## config.mk

```make
export PLATFORM = sky130hd
export DESIGN_NAME = lz77_token_packer
export DESIGN_NICKNAME = d
export VERILOG_FILES = /design/src/rtl/lz77_token_packer_pkg.sv /design/src/rtl/lz77_tok_fmt.sv /design/src/rtl/lz77_token_packer.sv
export SDC_FILE = /design/constraint.sdc
export NUM_CORES = 1
export LEC_CHECK = 0
export ABC_AREA = 1
export BUFFER_PORTS_ARGS = -buffer_cell sky130_fd_sc_hd__buf_4
export CORE_ASPECT_RATIO = 0.8
export CORE_MARGIN = 3
export CORE_UTILIZATION = 30
export CTS_BUF_LIST = sky130_fd_sc_hd__clkbuf_4
export CTS_CLUSTER_SIZE = 10
export DETAILED_ROUTE_END_ITERATION = 10
export PLACE_DENSITY = 0.55
export SETUP_SLACK_MARGIN = 0.05
export SLEW_MARGIN = 20
export SYNTH_ARGS = -nofsm -noshare
export SYNTH_HDL_FRONTEND = slang
export SYNTH_SLANG_ARGS = --single-unit
```

## constraint.sdc

```tcl
create_clock -name clk -period 3.8 [get_ports clk]
set_input_delay 0.57 -clock clk [delete_from_list [all_inputs] [get_ports clk]]
set_output_delay 0.57 -clock clk [all_outputs]
set_load 0.02 [all_outputs]
```

## src/rtl/lz77_token_packer_pkg.sv

```systemverilog
// Shared definitions for the LZ77 token packer.
//   - default field widths for offset / length / next_char
//   - tok_width(): width of an uncompacted token
//   - state_t: packer FSM states
//   - token_t: one match-finder token at the default widths
package lz77_pkg;

  localparam int unsigned OFF_W_DEF = 3;
  localparam int unsigned LEN_W_DEF = 3;
  localparam int unsigned CHR_W_DEF = 8;
  localparam int unsigned OUT_W_DEF = 16;

  function automatic int unsigned tok_width(input int unsigned off_w,
                                            input int unsigned len_w,
                                            input int unsigned chr_w);
    return off_w + len_w + chr_w;
  endfunction

  typedef enum logic [1:0] {
    RUN   = 2'd0,
    FLUSH = 2'd1,
    DONE  = 2'd2
  } state_t;

  typedef struct packed {
    logic [OFF_W_DEF-1:0] off;
    logic [LEN_W_DEF-1:0] len;
    logic [CHR_W_DEF-1:0] chr;
  } token_t;

endpackage

```

## src/rtl/lz77_tok_fmt.sv

```systemverilog
// Combinational token formatter.
// Turns one (offset, length, next_char) token into its bitstream form,
// MSB-aligned in a MAX_T-bit field, plus the number of valid bits.
// Ports:
//   offset, length, chr : token fields from the match finder
//   bits                : encoded token, first bit at MSB, unused LSBs zero
//   tok_bits            : number of valid bits in 'bits'
module lz77_tok_fmt
  import lz77_pkg::*;
#(
  parameter int unsigned OFF_W   = OFF_W_DEF,
  parameter int unsigned LEN_W   = LEN_W_DEF,
  parameter int unsigned CHR_W   = CHR_W_DEF,
  parameter int unsigned COMPACT = 1,
  parameter int unsigned MAX_T   = tok_width(OFF_W, LEN_W, CHR_W) + COMPACT,
  parameter int unsigned TW      = $clog2(MAX_T + 1)
) (
  input  logic [OFF_W-1:0] offset,
  input  logic [LEN_W-1:0] length,
  input  logic [CHR_W-1:0] chr,
  output logic [MAX_T-1:0] bits,
  output logic [TW-1:0]    tok_bits
);

  localparam int unsigned TOK_W = tok_width(OFF_W, LEN_W, CHR_W);

  if (COMPACT != 0) begin : g_compact
    // Literals drop offset/length and carry a 0 flag; matches carry a 1 flag.
    always_comb begin
      if (length != '0) begin
        bits     = {1'b1, offset, length, chr};
        tok_bits = TW'(MAX_T);
      end else begin
        bits     = {1'b0, chr, {(MAX_T - 1 - CHR_W){1'b0}}};
        tok_bits = TW'(1 + CHR_W);
      end
    end
  end else begin : g_fixed
    always_comb begin
      bits     = {offset, length, chr};
      tok_bits = TW'(TOK_W);
    end
  end

endmodule

```

## src/rtl/lz77_token_packer.sv

```systemverilog
// LZ77 token packer.
// Accepts tokens over valid/ready, encodes them (optionally compacted) and
// packs the resulting bitstream MSB-first into OUT_W-bit output words.
// A flush request drains the buffer, zero-padding the final partial word.
// Ports:
//   clk, rst    : clock, asynchronous active-high reset
//   in_valid / in_ready, in_offset, in_length, in_char : token input
//   flush       : drain request, honoured only while running
//   out_valid / out_ready, out_data, out_last          : packed word output
//   flush_done  : one-cycle pulse when a flush has completed
//   tok_cnt     : accepted tokens since reset, wrapping
module lz77_token_packer
  import lz77_pkg::*;
#(
  parameter int unsigned OFF_W   = OFF_W_DEF,
  parameter int unsigned LEN_W   = LEN_W_DEF,
  parameter int unsigned CHR_W   = CHR_W_DEF,
  parameter int unsigned OUT_W   = OUT_W_DEF,
  parameter int unsigned COMPACT = 1,
  parameter int unsigned CNT_W   = 16
) (
  input  logic             clk,
  input  logic             rst,
  input  logic             in_valid,
  output logic             in_ready,
  input  logic [OFF_W-1:0] in_offset,
  input  logic [LEN_W-1:0] in_length,
  input  logic [CHR_W-1:0] in_char,
  input  logic             flush,
  output logic             out_valid,
  input  logic             out_ready,
  output logic [OUT_W-1:0] out_data,
  output logic             out_last,
  output logic             flush_done,
  output logic [CNT_W-1:0] tok_cnt
);

  localparam int unsigned TOK_W = tok_width(OFF_W, LEN_W, CHR_W);
  localparam int unsigned MAX_T = TOK_W + COMPACT;
  localparam int unsigned BUF_W = OUT_W + MAX_T;
  localparam int unsigned CW    = $clog2(BUF_W + 1);
  localparam int unsigned TW    = $clog2(MAX_T + 1);
  localparam logic [CW-1:0] OUT_CNT = CW'(OUT_W);

  state_t           state;
  state_t           state_next;
  logic [BUF_W-1:0] bit_buf;
  logic [BUF_W-1:0] bit_buf_next;
  logic [BUF_W-1:0] buf_shifted;
  logic [CW-1:0]    bit_cnt;
  logic [CW-1:0]    bit_cnt_next;
  logic [CW-1:0]    cnt_shifted;
  logic [MAX_T-1:0] tok_data;
  logic [TW-1:0]    tok_len;
  logic             in_fire;
  logic             out_fire;

  lz77_tok_fmt #(
    .OFF_W  (OFF_W),
    .LEN_W  (LEN_W),
    .CHR_W  (CHR_W),
    .COMPACT(COMPACT),
    .MAX_T  (MAX_T),
    .TW     (TW)
  ) u_fmt (
    .offset  (in_offset),
    .length  (in_length),
    .chr     (in_char),
    .bits    (tok_data),
    .tok_bits(tok_len)
  );

  // FSM state register
  always_ff @(posedge clk or posedge rst) begin
    if (rst) state <= RUN;
    else     state <= state_next;
  end

  // FSM next state and handshake outputs, all from registered state
  always_comb begin
    state_next = state;
    in_ready   = (state == RUN) && (bit_cnt <= OUT_CNT);
    out_valid  = (bit_cnt >= OUT_CNT) || ((state == FLUSH) && (bit_cnt != '0));
    out_last   = (state == FLUSH) && (bit_cnt != '0) && (bit_cnt <= OUT_CNT);
    flush_done = (state == DONE);
    out_data   = bit_buf[BUF_W-1 -: OUT_W];
    unique case (state)
      RUN:     if (flush) state_next = FLUSH;
      FLUSH:   if (bit_cnt == '0) state_next = DONE;
      DONE:    state_next = RUN;
      default: state_next = RUN;
    endcase
  end

  assign in_fire  = in_valid && in_ready;
  assign out_fire = out_valid && out_ready;

  // Bits below bit_cnt are always zero, so shifting in zeros and OR-ing new
  // tokens keeps the padding of a partial flush word free.
  always_comb begin
    buf_shifted = bit_buf;
    cnt_shifted = bit_cnt;
    if (out_fire) begin
      buf_shifted = bit_buf << OUT_W;
      cnt_shifted = (bit_cnt >= OUT_CNT) ? (bit_cnt - OUT_CNT) : '0;
    end
    bit_buf_next = buf_shifted;
    bit_cnt_next = cnt_shifted;
    if (in_fire) begin
      bit_buf_next = buf_shifted | ({tok_data, {OUT_W{1'b0}}} >> cnt_shifted);
      bit_cnt_next = cnt_shifted + CW'(tok_len);
    end
  end

  always_ff @(posedge clk or posedge rst) begin
    if (rst) begin
      bit_buf <= '0;
      bit_cnt <= '0;
      tok_cnt <= '0;
    end else begin
      bit_buf <= bit_buf_next;
      bit_cnt <= bit_cnt_next;
      if (in_fire) tok_cnt <= tok_cnt + CNT_W'(1);
    end
  end

endmodule

```

After elaboration in Yosys (flattened, before gate mapping)
Cells that the tools add are included.

cells by class
  add/subtract/negate cells = 3
  $lt $le $gt $ge = 2
  equal/unequal tests = 4
  shifts and indexed selects = 1
  muxes and demuxes = 10
  bitwise operators = 1
  reductions and logical operators = 11

operator list
  operator               count
  $mux 31                2
  $or 31x31->31          1
  $shr 31x5->31          1
  $add 16x1->16 const B  1
  $mux 15                1
  $mux 5                 3
  $add 5x4->5            1
  $ge 5x5->1 const B     1
  $le 5x5->1 const B     1
  $logic_and 1x1->1      5
  $logic_not 5->1        1
  $reduce_bool 5->1      1
  $sub 5x5->5 const B    1
  $mux 2                 2
  $pmux 2 s2             1
  $mux 3                 1
  $reduce_bool 3->1      1
  $eq 2x1->1 const B     1
  $eq 2x2->1 const B     1
  $logic_not 2->1        1
  $ne 2x1->1 const B     1
  $ne 2x2->1 const B     1
  $reduce_and 2->1       1
  $logic_or 1x1->1       1

word-level totals
  register bits after elaboration = 54
  output and inout port bits = 36
  word-level logic and storage cells = 36

Logic depth before layout (Yosys ltp)
  depth in word-level cells = 8
  gate-level depth with buffers = 15
  mapped depth without buffers = 13

Cells and area by module
A second synthesis with hierarchy kept.

second synthesis, totals
  cell total of the unflattened synthesis = 523
  area, all modules = 3701.0 µm²

by module, submodules not included
  module             times used  cells each  area each (µm²)  seq. area each (µm²)
  lz77_token_packer  1           479         3457.1           1351.3
  lz77_tok_fmt       1           44          244.0            0.0

Worst setup path before layout
No wires, ideal clock.

  kind = input-to-reg
  from = input in_length[2]
  to = register bit_cnt[4]
  setup time = 0.118 ns
  data arrival time = 1.983 ns
  required time = 3.682 ns
  setup slack = 1.699 ns
  stages on the path = 10
  cells stage by stage = inv_1 nand2_1 buf_2 inv_1 fa_1 inv_1 nand2_1 a31oi_1 xor2_1 inv_1

between the ends
  longest elaborated chain between the ends = 4

RTL lines
  item                    RTL line                  source
  start: declaration      lz77_token_packer.sv:27   input logic [LEN_W-1:0] in_length,
  $reduce_bool 3->1       lz77_tok_fmt.sv:30        if (length != '0) begin
  $mux 3                  lz77_tok_fmt.sv:30
  $add 5x4->5             lz77_token_packer.sv:111  bit_cnt_next = cnt_shifted + CW'(tok_len);
  $mux 5                  lz77_token_packer.sv:109  if (in_fire) begin
  net bit_cnt_next[4]     lz77_token_packer.sv:51   logic [CW-1:0] bit_cnt_next;
  end signal: assignment  lz77_token_packer.sv:122  bit_cnt <= bit_cnt_next;
  end: declaration        lz77_token_packer.sv:50   logic [CW-1:0] bit_cnt;

The timed path passes the listed nets, and every way through them passes these cells.
A chain may end at the register's enable or synchronous reset.

Worst setup path in the final report
  from = register bit_cnt[0]
  to = register bit_cnt[2]

between the ends
  longest elaborated chain between the ends = 7
  elaborated cells between the ends (all ways) = 13
  those cells by class = add/sub: 2; order compare: 2; mux: 3; reduce/logical: 6

RTL lines
  item                                                 RTL line
  branches (longest 6 deep; another with $sub 5x5->5)  n/a
  $mux 5 *                                             lz77_token_packer.sv:109
  net bit_cnt_next[2]                                  lz77_token_packer.sv:51

Mark *: on every way through the listed nets, which the timed path passes.

==> results.py <==
metrics = {
    "floorplan": {
        "ios": 55,
        "die_width_um": 129,
        "floorplan.initialDensity_pct": 31.1,
        "floorplan.die_area_um2": 13500,
        "design.core.area_um2": 11700,
        "dieHeight_um": 104,
        "rows": 35,
    },
    "power_and_ir_drop": {
        "intPower_uw": 1560,
        "powerDensity_nw_per_um2": 812,
        "peak_supply_drop_mv": 0.365,
        "clockPowerShare_pct": 7.9,
        "power.share.switching_pct": 52.9,
        "power_frac_comb_pct": 63.7,
        "totalPowerFinal_uw": 3320,
        "flop_pwr_share_pct": 28.4,
        "p_sw_uw": 1760,
        "power.leakage_uw": 0.00214,
    },
    "cts": {
        "clock_tree.root_cell": "sky130_fd_sc_hd__clkbuf_4",
        "cts.repair_timing.setup_buffer_count": 0,
        "ctsResizeCount": 0,
        "cts.sink_count": 54,
        "cts_hold_buffers": 0,
        "clk-insertion-delay-late_ns": 0.38,
        "h-tree-depth": 2,
        "clk_transition_reported_paths_ns": 0.16,
        "cts.path.max_buffers": 2,
        "inserted_clock_buffers": 5,
        "cts_tree": "done",
    },
    "detailed_routing": {
        "met3_length_um": 351,
        "route.layer.met1.wl_um": 5250,
        "highest_layer": "met4",
        "drt_first_pass_iters": 7,
        "drt-wirelength-per-cell_um": 14.5,
        "final_routed_drc_violation_total": 0,
        "antenna_left": 0,
        "met2_wirelength_um": 4350,
        "detail_route.vias_per_cell": 4.93,
        "dr_total_vias": 3402,
        "sum_of_routed_wire_length_over_all_layers_um": 10000,
        "drt_iter0_markers": 279,
    },
    "placement": {
        "place_hpwl_um": 7720,
        "globalplace.congestion": 0.857,
        "place_worst_setup_slack_ns": 0.979,
        "buffer_ports.inserted": 54,
    },
    "critical_path": {
        "critical_path.startpoint_type": "flip-flop",
        "cp_num_cells": 9,
        "critical_path_peak_fanout": 25,
        "ff2ff_path_depth": 9,
        "cp_delay_by_family_top": "simple AND/OR/NAND/NOR gates",
        "timing.critical_path.cells": "nor2_4 > nand2_2 > nand4_4 > nand2_2 > inv_2 > ha_1 > or2_2 > nand3_1 > o21ai_0",
        "cp.required_ns": 4.06,
        "timing.critical_path.slowest_cell_delay_ns": 0.72,
        "worstSetupEndpointType": "flip-flop",
        "worstPathArrival_ns": 3.13,
        "critical_path_buf_inv_count": 1,
        "crit_top_cell": "sky130_fd_sc_hd__nand2_2",
        "cpMaxStageDelayCell": "sky130_fd_sc_hd__dfrtp_1",
        "criticalPathCategory": "flip-flop to flip-flop",
    },
    "global_route": {
        "gr-total-overflow": 0,
        "antenna_found_initial": 0,
        "grt_pass1_vias": 3340,
        "grt_usage_pct": 15.4,
        "grt_start_max_net_pins": 43,
        "wire_length_of_the_first_global_routing_pass_um": 16900,
    },
    "synthesis": {
        "postSynthCellCount": 512,
        "yosysSeqAreaShare_pct": 37.2,
        "synth-seq-cells": 54,
        "yosysWarningCount": 0,
        "ys.flop_type": "sky130_fd_sc_hd__dfrtp_1",
        "synthArstFlopShare_pct": 100,
        "synth_edf_count": 0,
        "post_synth_num_cell_types": 37,
        "synth_area_um2": 3640,
        "synth.avg_cell_area_um2": 7.10,
        "synthesis.nets": 535,
    },
    "layout": {
        "final_core_utilization_pct": 34.9,
        "num_antenna_cells": 0,
        "finish.net_count": 564,
        "final_layout_size_suffix_gt1_share_pct": 16.1,
        "area_growth_syn_to_layout_pct": 12.3,
    },
    "sta": {
        "period_utilization_post_route_pct": 75.5,
        "worst_slew_margin_rel_pct": 40.2,
        "report.final.hold_viol_count": 0,
        "setup_violations": 0,
        "worst_slew_pin_tran_ns": 0.896,
        "final_max_slew_viol_count": 0,
        "totalNegativeSetupSlack_ns": 0,
        "fmax_mhz": 349,
        "rsz_0062_raised_after_global_routing": "false",
        "setup_slack_ns": 0.931,
        "final.min_clock_period_ns": 2.87,
        "worst_clock_skew_ns": 0.00868,
    },
    "worst_hold_path": {
        "worst_hold_path_type": "input port to asynchronous set/reset pin",
    },
    "status": {
        "outcome": "finished clean",
    },
    "flow_run": {
        "number_of_max_cap_violations": 0,
    },
}
## power groups by stage
| stage | Sequential (uW) | Combinational (uW) | Clock [uW] |
|---|---|---|---|
| detailed placement | 955 | 2110 | 0 |
| finish | 943 | 2110 | 263 |
| CTS | 944 | 2120 | 274 |
| floorplan | 934 | 1650 | 0 |
| global route | 977 | 2380 | 296 |
| global placement | 954 | 2110 | 0 |
## kinds of logic after synthesis
kind of cell	synth area share, %
buf+inv	10.4
flops	37.2
compound gates	4.51
xor+xnor	4.09
fa+ha+maj	1.58
mux	0.550
simple gates	41.7
## stage by stage
step                std cells  hold WS, ns  area [um2]
floorplan                 512        0.448        3640
global placement          682        0.460        4030
global route              690        0.378        4090
finish                    690        0.365        4090
detailed placement        682        0.465        4030
CTS                       690        0.380        4090
## area by class of cell
cell class                      count  area, um2
Clock buffer                        6       45.0
Tap cell                          148        185
Multi-Input combinational cell    384       1910
Timing Repair Buffer               60        450
Inverter                           36        138
Fill cell                        1261       7610
Clock inverter                      2       8.76
Sequential cell                    54       1350
## per-layer routing
metal | global-route usage (%) | vias up
met1 | 23.5 | 1603
met3 | 2.72 | 7
met5 | 0 | -
met4 | 2.17 | 0
met2 | 23.0 | 66
li1 | - | 1726
## synth_stat cells (all sizes together) (5+ instances only)
cell    number  area, um2
o21ai       17       85.1
xnor2        7       61.3
nor2        45        189
buf         32        219
nand4       14        103
nand2      153        592
clkbuf       6       22.5
nor3         5       36.3
xor2        10       87.6
inv         36        138
nand3      111        556
dfrtp       54       1350
## sequential cells by signal, indices dropped and copies added, names as in the netlist
name / flops
tok_cnt: 16
state: 2
bit_buf: 31
bit_cnt: 5
## placed cells by master, fill, tap and decap left out, types with 5 or more instances in the layout
| cell | synthesis | final |
|---|---|---|
| sky130_fd_sc_hd__o21ai_0 | 7 | 7 |
| sky130_fd_sc_hd__nor2_1 | 41 | 41 |
| sky130_fd_sc_hd__nand2_1 | 148 | 148 |
| sky130_fd_sc_hd__dfrtp_1 | 54 | 54 |
| sky130_fd_sc_hd__inv_2 | 4 | 5 |
| sky130_fd_sc_hd__buf_4 | 19 | 60 |
| sky130_fd_sc_hd__xnor2_1 | 7 | 7 |
| sky130_fd_sc_hd__clkbuf_4 | 0 | 6 |
| sky130_fd_sc_hd__xor2_1 | 10 | 10 |
| sky130_fd_sc_hd__inv_1 | 31 | 30 |
| sky130_fd_sc_hd__nand3_1 | 111 | 111 |
| sky130_fd_sc_hd__nand4_1 | 13 | 13 |
| sky130_fd_sc_hd__o21ai_1 | 10 | 10 |
## worst paths after layout
path                             start  slack [ns]     endpoint
hold reg to reg            tok_cnt[15]        0.49  tok_cnt[15]
hold / removal                     rst        0.36  tok_cnt[15]
setup reg to reg            bit_cnt[0]        0.93   bit_cnt[2]
min in group clk                 flush        0.39     state[0]
setup / recovery            bit_cnt[0]        0.93   bit_cnt[2]
max in group asynchronous          rst        2.72   bit_cnt[0]
Note: power is estimated with default switching activity, not from simulation.
